===== config.mk =====
export PLATFORM = sky130hd
export DESIGN_NAME = muldiv_sequencer_flat
export DESIGN_NICKNAME = d
export VERILOG_FILES = /design/src/rtl/muldiv_sequencer_if.sv /design/src/rtl/muldiv_sequencer.sv /design/src/flat_wrapper.sv
export SDC_FILE = /design/constraint.sdc
export NUM_CORES = 1
export LEC_CHECK = 0
export CAP_MARGIN = 10
export CORE_ASPECT_RATIO = 0.8
export CORE_UTILIZATION = 30
export DETAILED_ROUTE_END_ITERATION = 6
export GPL_TIMING_DRIVEN = 0
export PLACE_DENSITY = 0.51
export SETUP_SLACK_MARGIN = 0.15
export SYNTH_ARGS = -nofsm -noshare
export SYNTH_HDL_FRONTEND = slang
export SYNTH_SLANG_ARGS = --single-unit

===== constraint.sdc =====
create_clock -name clk -period 16.25 [get_ports clk]
set_clock_uncertainty 0.05 [all_clocks]
set_input_delay 3.25 -clock clk [delete_from_list [all_inputs] [get_ports clk]]
set_output_delay 3.25 -clock clk [all_outputs]
set_load 0.01 [all_outputs]

===== src/rtl/muldiv_sequencer_if.sv =====
// Operand/result handshake bundle between the execute stage and the RV32M multiply/divide sequencer.
interface muldiv_sequencer_if #(
   parameter int XLEN = 32,
   parameter int TAGW = 5
);
   logic            flush;
   logic            in_valid;
   logic            in_ready;
   logic [2:0]      in_op;
   logic [XLEN-1:0] in_a;
   logic [XLEN-1:0] in_b;
   logic [TAGW-1:0] in_tag;
   logic            out_valid;
   logic            out_ready;
   logic [XLEN-1:0] out_data;
   logic [TAGW-1:0] out_tag;
   logic            busy;

   modport master (
      output flush, in_valid, in_op, in_a, in_b, in_tag, out_ready,
      input  in_ready, out_valid, out_data, out_tag, busy
   );

   modport slave (
      input  flush, in_valid, in_op, in_a, in_b, in_tag, out_ready,
      output in_ready, out_valid, out_data, out_tag, busy
   );
endinterface


===== src/rtl/muldiv_sequencer.sv =====
// Iterative RV32M unit: shift-add multiply / restoring divide, one bit per cycle,
// with sign fix-up and a tagged valid/ready result port.
module muldiv_sequencer #(
   parameter int XLEN = 32,
   parameter int TAGW = 5
) (
   input  logic              clk,
   input  logic              rst,
   muldiv_sequencer_if.slave bus
);
   localparam int CNTW = $clog2(XLEN);

   localparam logic [2:0] OP_MUL    = 3'd0;
   localparam logic [2:0] OP_MULH   = 3'd1;
   localparam logic [2:0] OP_MULHSU = 3'd2;
   localparam logic [2:0] OP_MULHU  = 3'd3;
   localparam logic [2:0] OP_DIV    = 3'd4;
   localparam logic [2:0] OP_DIVU   = 3'd5;
   localparam logic [2:0] OP_REM    = 3'd6;
   localparam logic [2:0] OP_REMU   = 3'd7;

   typedef enum logic [2:0] {S_IDLE, S_PREP, S_ITER, S_FIXUP, S_DONE} state_t;

   state_t            state_q, state_d;
   logic [2:0]        op_q, op_d;
   logic [TAGW-1:0]   tag_q, tag_d;
   logic [XLEN-1:0]   a_q, a_d;
   logic [XLEN-1:0]   b_q, b_d;
   logic [XLEN-1:0]   mag_q, mag_d;
   logic [2*XLEN-1:0] acc_q, acc_d;
   logic [CNTW-1:0]   cnt_q, cnt_d;
   logic              neg_q, neg_d;
   logic              rneg_q, rneg_d;
   logic [XLEN-1:0]   out_data_q, out_data_d;

   logic              is_div, sgn_a, sgn_b, a_neg, b_neg;
   logic              div_zero, div_ovf;
   logic [XLEN-1:0]   a_abs, b_abs;
   logic [XLEN:0]     msum, trial;
   logic [2*XLEN-1:0] prod;

   function automatic logic [XLEN-1:0] cond_neg(input logic [XLEN-1:0] v, input logic n);
      return n ? -v : v;
   endfunction

   always_comb begin
      is_div   = op_q[2];
      sgn_a    = (op_q == OP_MULH) || (op_q == OP_MULHSU) || (op_q == OP_DIV) || (op_q == OP_REM);
      sgn_b    = (op_q == OP_MULH) || (op_q == OP_DIV) || (op_q == OP_REM);
      a_neg    = sgn_a && a_q[XLEN-1];
      b_neg    = sgn_b && b_q[XLEN-1];
      a_abs    = cond_neg(a_q, a_neg);
      b_abs    = cond_neg(b_q, b_neg);
      div_zero = is_div && (b_q == '0);
      div_ovf  = ((op_q == OP_DIV) || (op_q == OP_REM)) &&
                 (a_q == {1'b1, {(XLEN-1){1'b0}}}) && (b_q == '1);
      // Remainder is at most divisor-1, so the shifted partial remainder needs XLEN+1 bits.
      msum     = {1'b0, acc_q[2*XLEN-1:XLEN]} + {1'b0, mag_q};
      trial    = acc_q[2*XLEN-1:XLEN-1] - {1'b0, mag_q};
      prod     = neg_q ? -acc_q : acc_q;
   end

   always_comb begin
      state_d    = state_q;
      op_d       = op_q;
      tag_d      = tag_q;
      a_d        = a_q;
      b_d        = b_q;
      mag_d      = mag_q;
      acc_d      = acc_q;
      cnt_d      = cnt_q;
      neg_d      = neg_q;
      rneg_d     = rneg_q;
      out_data_d = out_data_q;

      unique case (state_q)
         S_IDLE: begin
            if (bus.in_valid) begin
               op_d    = bus.in_op;
               tag_d   = bus.in_tag;
               a_d     = bus.in_a;
               b_d     = bus.in_b;
               state_d = S_PREP;
            end
         end
         S_PREP: begin
            mag_d  = b_abs;
            acc_d  = {{XLEN{1'b0}}, a_abs};
            neg_d  = a_neg ^ b_neg;
            rneg_d = a_neg;
            cnt_d  = '0;
            if (div_zero) begin
               out_data_d = op_q[1] ? a_q : '1;
               state_d    = S_DONE;
            end else if (div_ovf) begin
               out_data_d = op_q[1] ? '0 : a_q;
               state_d    = S_DONE;
            end else begin
               state_d = S_ITER;
            end
         end
         S_ITER: begin
            if (is_div) begin
               acc_d = trial[XLEN] ? {acc_q[2*XLEN-2:0], 1'b0}
                                   : {trial[XLEN-1:0], acc_q[XLEN-2:0], 1'b1};
            end else begin
               acc_d = acc_q[0] ? {msum, acc_q[XLEN-1:1]} : {1'b0, acc_q[2*XLEN-1:1]};
            end
            cnt_d = cnt_q + CNTW'(1);
            if (cnt_q == CNTW'(XLEN-1)) begin
               state_d = S_FIXUP;
            end
         end
         S_FIXUP: begin
            unique case (op_q)
               OP_MUL:                     out_data_d = prod[XLEN-1:0];
               OP_MULH, OP_MULHSU, OP_MULHU: out_data_d = prod[2*XLEN-1:XLEN];
               OP_DIV, OP_DIVU:            out_data_d = cond_neg(acc_q[XLEN-1:0], neg_q);
               default:                    out_data_d = cond_neg(acc_q[2*XLEN-1:XLEN], rneg_q);
            endcase
            state_d = S_DONE;
         end
         S_DONE: begin
            if (bus.out_ready) begin
               state_d = S_IDLE;
            end
         end
         default: state_d = S_IDLE;
      endcase

      if (bus.flush) begin
         state_d = S_IDLE;
      end
   end

   always_ff @(posedge clk) begin
      if (rst) begin
         state_q    <= S_IDLE;
         tag_q      <= '0;
         out_data_q <= '0;
      end else begin
         state_q    <= state_d;
         tag_q      <= tag_d;
         out_data_q <= out_data_d;
      end
   end

   always_ff @(posedge clk) begin
      op_q   <= op_d;
      a_q    <= a_d;
      b_q    <= b_d;
      mag_q  <= mag_d;
      acc_q  <= acc_d;
      cnt_q  <= cnt_d;
      neg_q  <= neg_d;
      rneg_q <= rneg_d;
   end

   assign bus.in_ready  = (state_q == S_IDLE) && !rst;
   assign bus.busy      = (state_q != S_IDLE);
   assign bus.out_valid = (state_q == S_DONE);
   assign bus.out_data  = out_data_q;
   assign bus.out_tag   = tag_q;
endmodule


===== src/flat_wrapper.sv =====
// flat-port wrapper written by rule: the top's interface ports become plain ports
module muldiv_sequencer_flat 
#(
   parameter int XLEN = 32,
   parameter int TAGW = 5
)
  (clk, rst, bus_flush, bus_in_valid, bus_in_op, bus_in_a, bus_in_b, bus_in_tag, bus_out_ready, bus_in_ready, bus_out_valid, bus_out_data, bus_out_tag, bus_busy);
  muldiv_sequencer_if #(.XLEN(XLEN), .TAGW(TAGW)) bus_i ();
  input  logic clk;
  input  logic rst;
  input wire logic [$bits(bus_i.flush)-1:0] bus_flush;
  input wire logic [$bits(bus_i.in_valid)-1:0] bus_in_valid;
  input wire logic [$bits(bus_i.in_op)-1:0] bus_in_op;
  input wire logic [$bits(bus_i.in_a)-1:0] bus_in_a;
  input wire logic [$bits(bus_i.in_b)-1:0] bus_in_b;
  input wire logic [$bits(bus_i.in_tag)-1:0] bus_in_tag;
  input wire logic [$bits(bus_i.out_ready)-1:0] bus_out_ready;
  output wire logic [$bits(bus_i.in_ready)-1:0] bus_in_ready;
  output wire logic [$bits(bus_i.out_valid)-1:0] bus_out_valid;
  output wire logic [$bits(bus_i.out_data)-1:0] bus_out_data;
  output wire logic [$bits(bus_i.out_tag)-1:0] bus_out_tag;
  output wire logic [$bits(bus_i.busy)-1:0] bus_busy;
  assign bus_i.flush = bus_flush;
  assign bus_i.in_valid = bus_in_valid;
  assign bus_i.in_op = bus_in_op;
  assign bus_i.in_a = bus_in_a;
  assign bus_i.in_b = bus_in_b;
  assign bus_i.in_tag = bus_in_tag;
  assign bus_i.out_ready = bus_out_ready;
  assign bus_in_ready = bus_i.in_ready;
  assign bus_out_valid = bus_i.out_valid;
  assign bus_out_data = bus_i.out_data;
  assign bus_out_tag = bus_i.out_tag;
  assign bus_busy = bus_i.busy;
  muldiv_sequencer #(.XLEN(XLEN), .TAGW(TAGW)) u_core (.clk(clk), .rst(rst), .bus(bus_i));
endmodule

==> impl_metrics.toml <==
[pwr]
power.total_mw = 1.57
internal-power_mw = 1.07
leakagePower_nw = 6.92
p_sw_frac = 0.317
ir_worst_vdd_mv = 0.0637
seqPwrFrac = 0.418
switching_power_mw = 0.497
combPwrFrac = 0.219
p_per_area_nw_per_um2 = 81.6
clock_power_share = 0.363

[cells_and_area]
postLayoutCoreUtil = 0.363
fin_nets = 2144
layout-drive-gt1-share = 0.0537
antennaDiodeCount = 0
fin_area_um2 = 19300
syn2layout_area_growth_pct = 18.2

[timing]
rsz0062_at_grt = "no"
post-route-period-util = 0.538
final.min_clock_period_ns = 8.74
finalSetupViolCount = 0
finalHoldViolCount = 0
slew_violations = 0
tns_ns = 0
max_freq_ghz = 0.114
relSlewSlack = 0.0754
worst_pin_slew_ns = 1.37

[clock_tree]
cts_tree = "yes"
cts_root_buf = "clkbuf_16"
cts_setup_buffers = 0
cts.clk_slew.worst_paths_ns = 0.06
cts_max_level = 1
clkSinkCount = 210
insertion_delay_ns = 0.58
cts_hold_buf = 0
cts_resized = 0
cts_buffers = 25
clockBufferDepth = 3

[place]
dp_hpwl_mm = 52.2
dpl_cell_area_um2 = 18400
place.gp.congestion = 0.960
port_buffers = 116

[synth]
yosysTopAreaCell = "edfxtp_1"
ys_ff_latch = 210
synthesis.area_um2 = 16300
syn_area_per_cell_um2 = 8.82
async_flop_share = 0
ys_types = 84
synth_common_cells = "191 x a21oi_1, 170 x edfxtp_1, 153 x o21ai_0, 141 x nor2_1, 121 x nand2_1"
synthesis.nets = 1996
yosys_most_used_dff = "edfxtp_1"
yosys.cell_count.top_type = "a21oi_1"
ys_seq_area_frac = 0.363
syn_inst = 1846
synth_top_area_share = 0.313
ys_top_cells_by_area = "edfxtp_1 31%, a21oi_1 5.9%, ha_1 5.5%"
ys_warn_count = 0
synth_edf_count = 170

[floorplan]
start_util = 0.307
core-area_um2 = 53000
fp.dieH_um = 210
rows = 75
dieArea_um2 = 55200
fp.dieW_um = 263
io_pins = 117

[global_route]
grt_pass1_wl_mm = 95.5
antenna_found_initial = 3
grt_pass1_vias = 14717
grt_max_degree = 39
grt-ovfl-total = 0
grtUsageTotal = 0.230

[route]
vias = 15502
drtPass1Iterations = 6
drc = 0
ant_nets = 0
first_iter_violations = 1951
drt-total-wl_mm = 65.2
wire_per_inst_um = 24.1
via_per_inst = 5.73

[setup_path]
crit_path_end_kind = "output port"
worst_setup_path_start_kind = "input pin"
cp_max_fo = 10
cp_data_required_time_ns = 12.95
cp.arrival_ns = 5.44
worstSetupPathType = "in -> out"

[flow_run]
drv_cap = 0

[run_status]
status = "complete, no violations"

[hold_path]
worst_hold_path_type = "reg -> reg"
[kinds of logic after synthesis]
logic type,count (synthesis),share of synthesized area
compound gates,600,0.230
simple gates,525,0.162
flops,210,0.363
buf+inv,185,0.0446
xor+xnor,170,0.0914
mux,81,0.0508
fa+ha+maj,75,0.0582
[metal layers]
metal  track usage  up-vias  part of all wire  wire length [um]
met5             0        -                 0                 0
met4        0.0418        0             0.018              1150
met3        0.0577       61              0.10              6680
met2         0.315      662              0.39             25100
met1         0.357     7549              0.49             32200
li1              -     7230                 -                 -
[path summary, 6_finish.rpt]
check             cells after the start  slack (ns)                 endpoint                     from
setup / recovery                      5        7.51             bus_in_ready                      rst
hold / removal                        2        0.41  u_core.bus.out_data[22]  u_core.bus.out_data[22]
hold reg to reg                       2        0.41  u_core.bus.out_data[22]  u_core.bus.out_data[22]
setup reg to reg                     15       10.26         u_core.acc_q[57]         u_core.acc_q[31]
[cells in the final DEF, fill, tap and decap left out, types with 8 or more instances in the layout]
master	instances
xnor2_1	101
inv_1	65
edfxtp_1	170
and3_1	11
a211oi_1	28
a21o_1	33
o221ai_1	12
clkbuf_1	106
xor2_1	69
o211ai_1	15
o31ai_1	33
buf_2	9
nand2b_1	20
nor2_1	139
mux2i_1	68
a21oi_1	191
ha_1	71
or3_1	25
or2_2	15
or4_1	16
nand4_1	20
nor3_1	44
a31oi_1	27
nand3_1	40
nand2_1	121
o21a_1	13
o21ai_0	152
nor4_1	20
dfxtp_1	40
nor2b_1	16
o41ai_1	15
mux2_2	13
buf_1	8
clkbuf_16	26
clkdlybuf4s50_1	116
[layout make-up]
class | instances | area (um^2)
plain buffers | 118 | 474
clock buffers | 40 | 753
clock inverters | 6 | 56.3
fillers | 5418 | 33800
inverters | 67 | 251
multi-input cells | 1451 | 9680
flip-flops and latches | 210 | 5910
well taps | 693 | 867
repair buffers | 121 | 1260
[power groups by stage]
stage	Clock (mW)	Sequential (mW)	Combinational, mW
finish	0.570	0.656	0.343
global route	0.598	0.659	0.372
CTS	0.578	0.655	0.337
floorplan	0	0.654	0.223
detailed placement	0	0.666	0.335
global placement	0	0.672	0.331
[registers in the layout (all words and copies together), names as in the netlist, 3 cells and up]
| register | cells |
|---|---|
| u_core.bus.out_tag | 5 |
| u_core.acc_q | 64 |
| u_core.b_q | 32 |
| u_core.mag_q | 32 |
| u_core.state_q | 3 |
| u_core.cnt_q | 5 |
| u_core.bus.out_data | 32 |
| u_core.a_q | 32 |
| u_core.op_q | 3 |
[worst max-delay path, cell delays in order]
cell	delay [ns]
clkdlybuf4s50_1	0.49
clkbuf_1	0.50
buf_1	0.58
nor2_1	0.12
clkdlybuf4s50_1	0.50
[through the flow]
stage	cells	setup slack (ns)	hold slack (ns)
finish	2706	7.51	0.409
global route	2706	7.38	0.431
CTS	2706	7.48	0.416
detailed placement	2660	7.49	0.407
global placement	2655	6.75	0.397
floorplan	1846	9.01	0.414
Power figures use the tool's default switching activity.
==> patch (same flow settings) <==
Make the reset (`rst`) asynchronous in one clocked block.
--- a/src/rtl/muldiv_sequencer.sv
+++ b/src/rtl/muldiv_sequencer.sv
@@ -133,7 +133,7 @@
       end
    end
 
-   always_ff @(posedge clk) begin
+   always_ff @(posedge clk or posedge rst) begin
       if (rst) begin
          state_q    <= S_IDLE;
          tag_q      <= '0;
Function: differs if rst is asserted again (counterexample within 4 cycles, from zero or initial values and one cycle with rst high); with rst held inactive, the same outputs for 4 cycles.
==> patch against the unedited design <==
  * Synthesized cell count is 2.5% higher
  * First-iteration DRC count is 23% lower
  * Area after synthesis grew 3.0%
  * Fmax is 14% higher
  * Design area is 3.3% higher
  * Largest power group unchanged
  * Count of clock-buffer cells in the layout fell by 11
  * Sequential cell count did not move
  * Routed wire length rose by 3.4%
  * Largest cell class unchanged
  * Combinational power grew 98%
  * Power rose by 28%
  * Worst setup slack better by 1.1 ns
==> patch: results <==
group,metric,value,unit
status,status,"complete, no violations",
min_path,hold-path-endpoint,"u_core.bus.out_data[15]$_DFFE_PP0P_",
grt,globalRouteMet3Util,7.66,%
synthesis,muxShareOfSynthArea,4.00,%
power,pwr.group.clock,0.592,mW
grt,vias_in_the_first_global_route,15100,
power,ir_worst_vdd,0.0762,mV
placed_design,placement.setup.worst_slack,8.58,ns
power,power_spent_charging_and_discharging_nets,0.738,mW
power,power_combinational,0.679,mW
timing,tightest_slew,1.04,ns
routing,wl_met2,26600,um
critical_path,worst-endpoint-arrival,4.35,ns
synthesis,postSynth.asyncResetShare,19.0,%
synthesis,synth_fa_ha_area_share,7.21,%
layout,drive_above_1_share,5.82,%
synthesis,synth_common_cells,"175 x sky130_fd_sc_hd__a21oi_1, 170 x sky130_fd_sc_hd__edfxtp_1, 157 x sky130_fd_sc_hd__nand2_1",
critical_path,worst_r2r_endpoint,"u_core.acc_q[56]$_SDFFCE_PN0P_",
placed_design,placed_cells,2764,
grt,grt_antenna_before_repair,0,
synthesis,fraction_of_the_mapped_netlist_area_in_compound_gates,21.5,%
grt,grt.met1_usage,34.5,%
routing,detail_route.wl_per_cell,24.0,um
synthesis,sequential_share_of_the_synthesized_area,36.4,%
placed_design,dpl-instance-area,19000,um2
routing,met1_wl,31800,um
grt,overall_track_demand_over_capacity_in_global_routing,23.4,%
critical_path,reg2reg_slack,11.15,ns
synthesis,synth_nets,2042,
power,cellLeakagePower,7.33,nW
critical_path,worst_path_max_delay_cell,"sky130_fd_sc_hd__clkdlybuf4s50_1",
power,p_total,2.02,mW
critical_path,r2r.worst_path.cells,11,
min_path,min-delay-start,"u_core.bus.out_data[15]$_DFFE_PP0P_",
synthesis,synth_cell_types,83,
critical_path,critical_path_peak_fanout,2,
routing,drt_first_iter_violations,1498,
timing,finalHoldWorstSlack,0.432,ns
grt,first_pass_grt_wire_length,98600,um
clock_network,tritoncts.num_buffers,26,
## patch: cell types whose count changed in the layout (fill, tap and decap cells not counted), moves of 12 or more
| cell | unedited run | this run |
|---|---|---|
| sky130_fd_sc_hd__maj3_1 | 2 | 28 |
| sky130_fd_sc_hd__a21oi_1 | 191 | 175 |
| sky130_fd_sc_hd__inv_1 | 65 | 77 |
| sky130_fd_sc_hd__nand2_1 | 121 | 157 |
| sky130_fd_sc_hd__o22ai_1 | 7 | 21 |
| sky130_fd_sc_hd__mux2i_1 | 68 | 49 |
| sky130_fd_sc_hd__o21ai_0 | 152 | 126 |
| sky130_fd_sc_hd__nor2_1 | 139 | 152 |
| sky130_fd_sc_hd__xor2_1 | 69 | 82 |
| sky130_fd_sc_hd__a31oi_1 | 27 | 12 |
| sky130_fd_sc_hd__a211oi_1 | 28 | 40 |
| sky130_fd_sc_hd__dfrtp_1 | 0 | 40 |
| sky130_fd_sc_hd__clkbuf_1 | 106 | 89 |
| sky130_fd_sc_hd__dfxtp_1 | 40 | 0 |
## patch: final cells by class
class | instances | area [um2]
Timing Repair Buffer | 122 | 1280
Multi-Input combinational cell | 1484 | 9890
Inverter | 79 | 297
Sequential cell | 210 | 6110
Buffer | 119 | 505
Clock inverter | 18 | 178
Tap cell | 750 | 938
Clock buffer | 29 | 682
Fill cell | 5646 | 35300
## patch: worst max-delay path by stage
stage          slack (ns)                                end  cells after the start
2_1_floorplan        9.29  u_core.bus.out_tag[0]$_DFFE_PP0P_                      3
3_3_place_gp         6.95         u_core.acc_q[15]$_DFFE_PP_                      3
3_5_place_dp         8.58                       bus_in_ready                      3
4_1_cts              8.58                       bus_in_ready                      3
5_1_grt              8.55                       bus_in_ready                      3
6_report             8.60                       bus_in_ready                      3
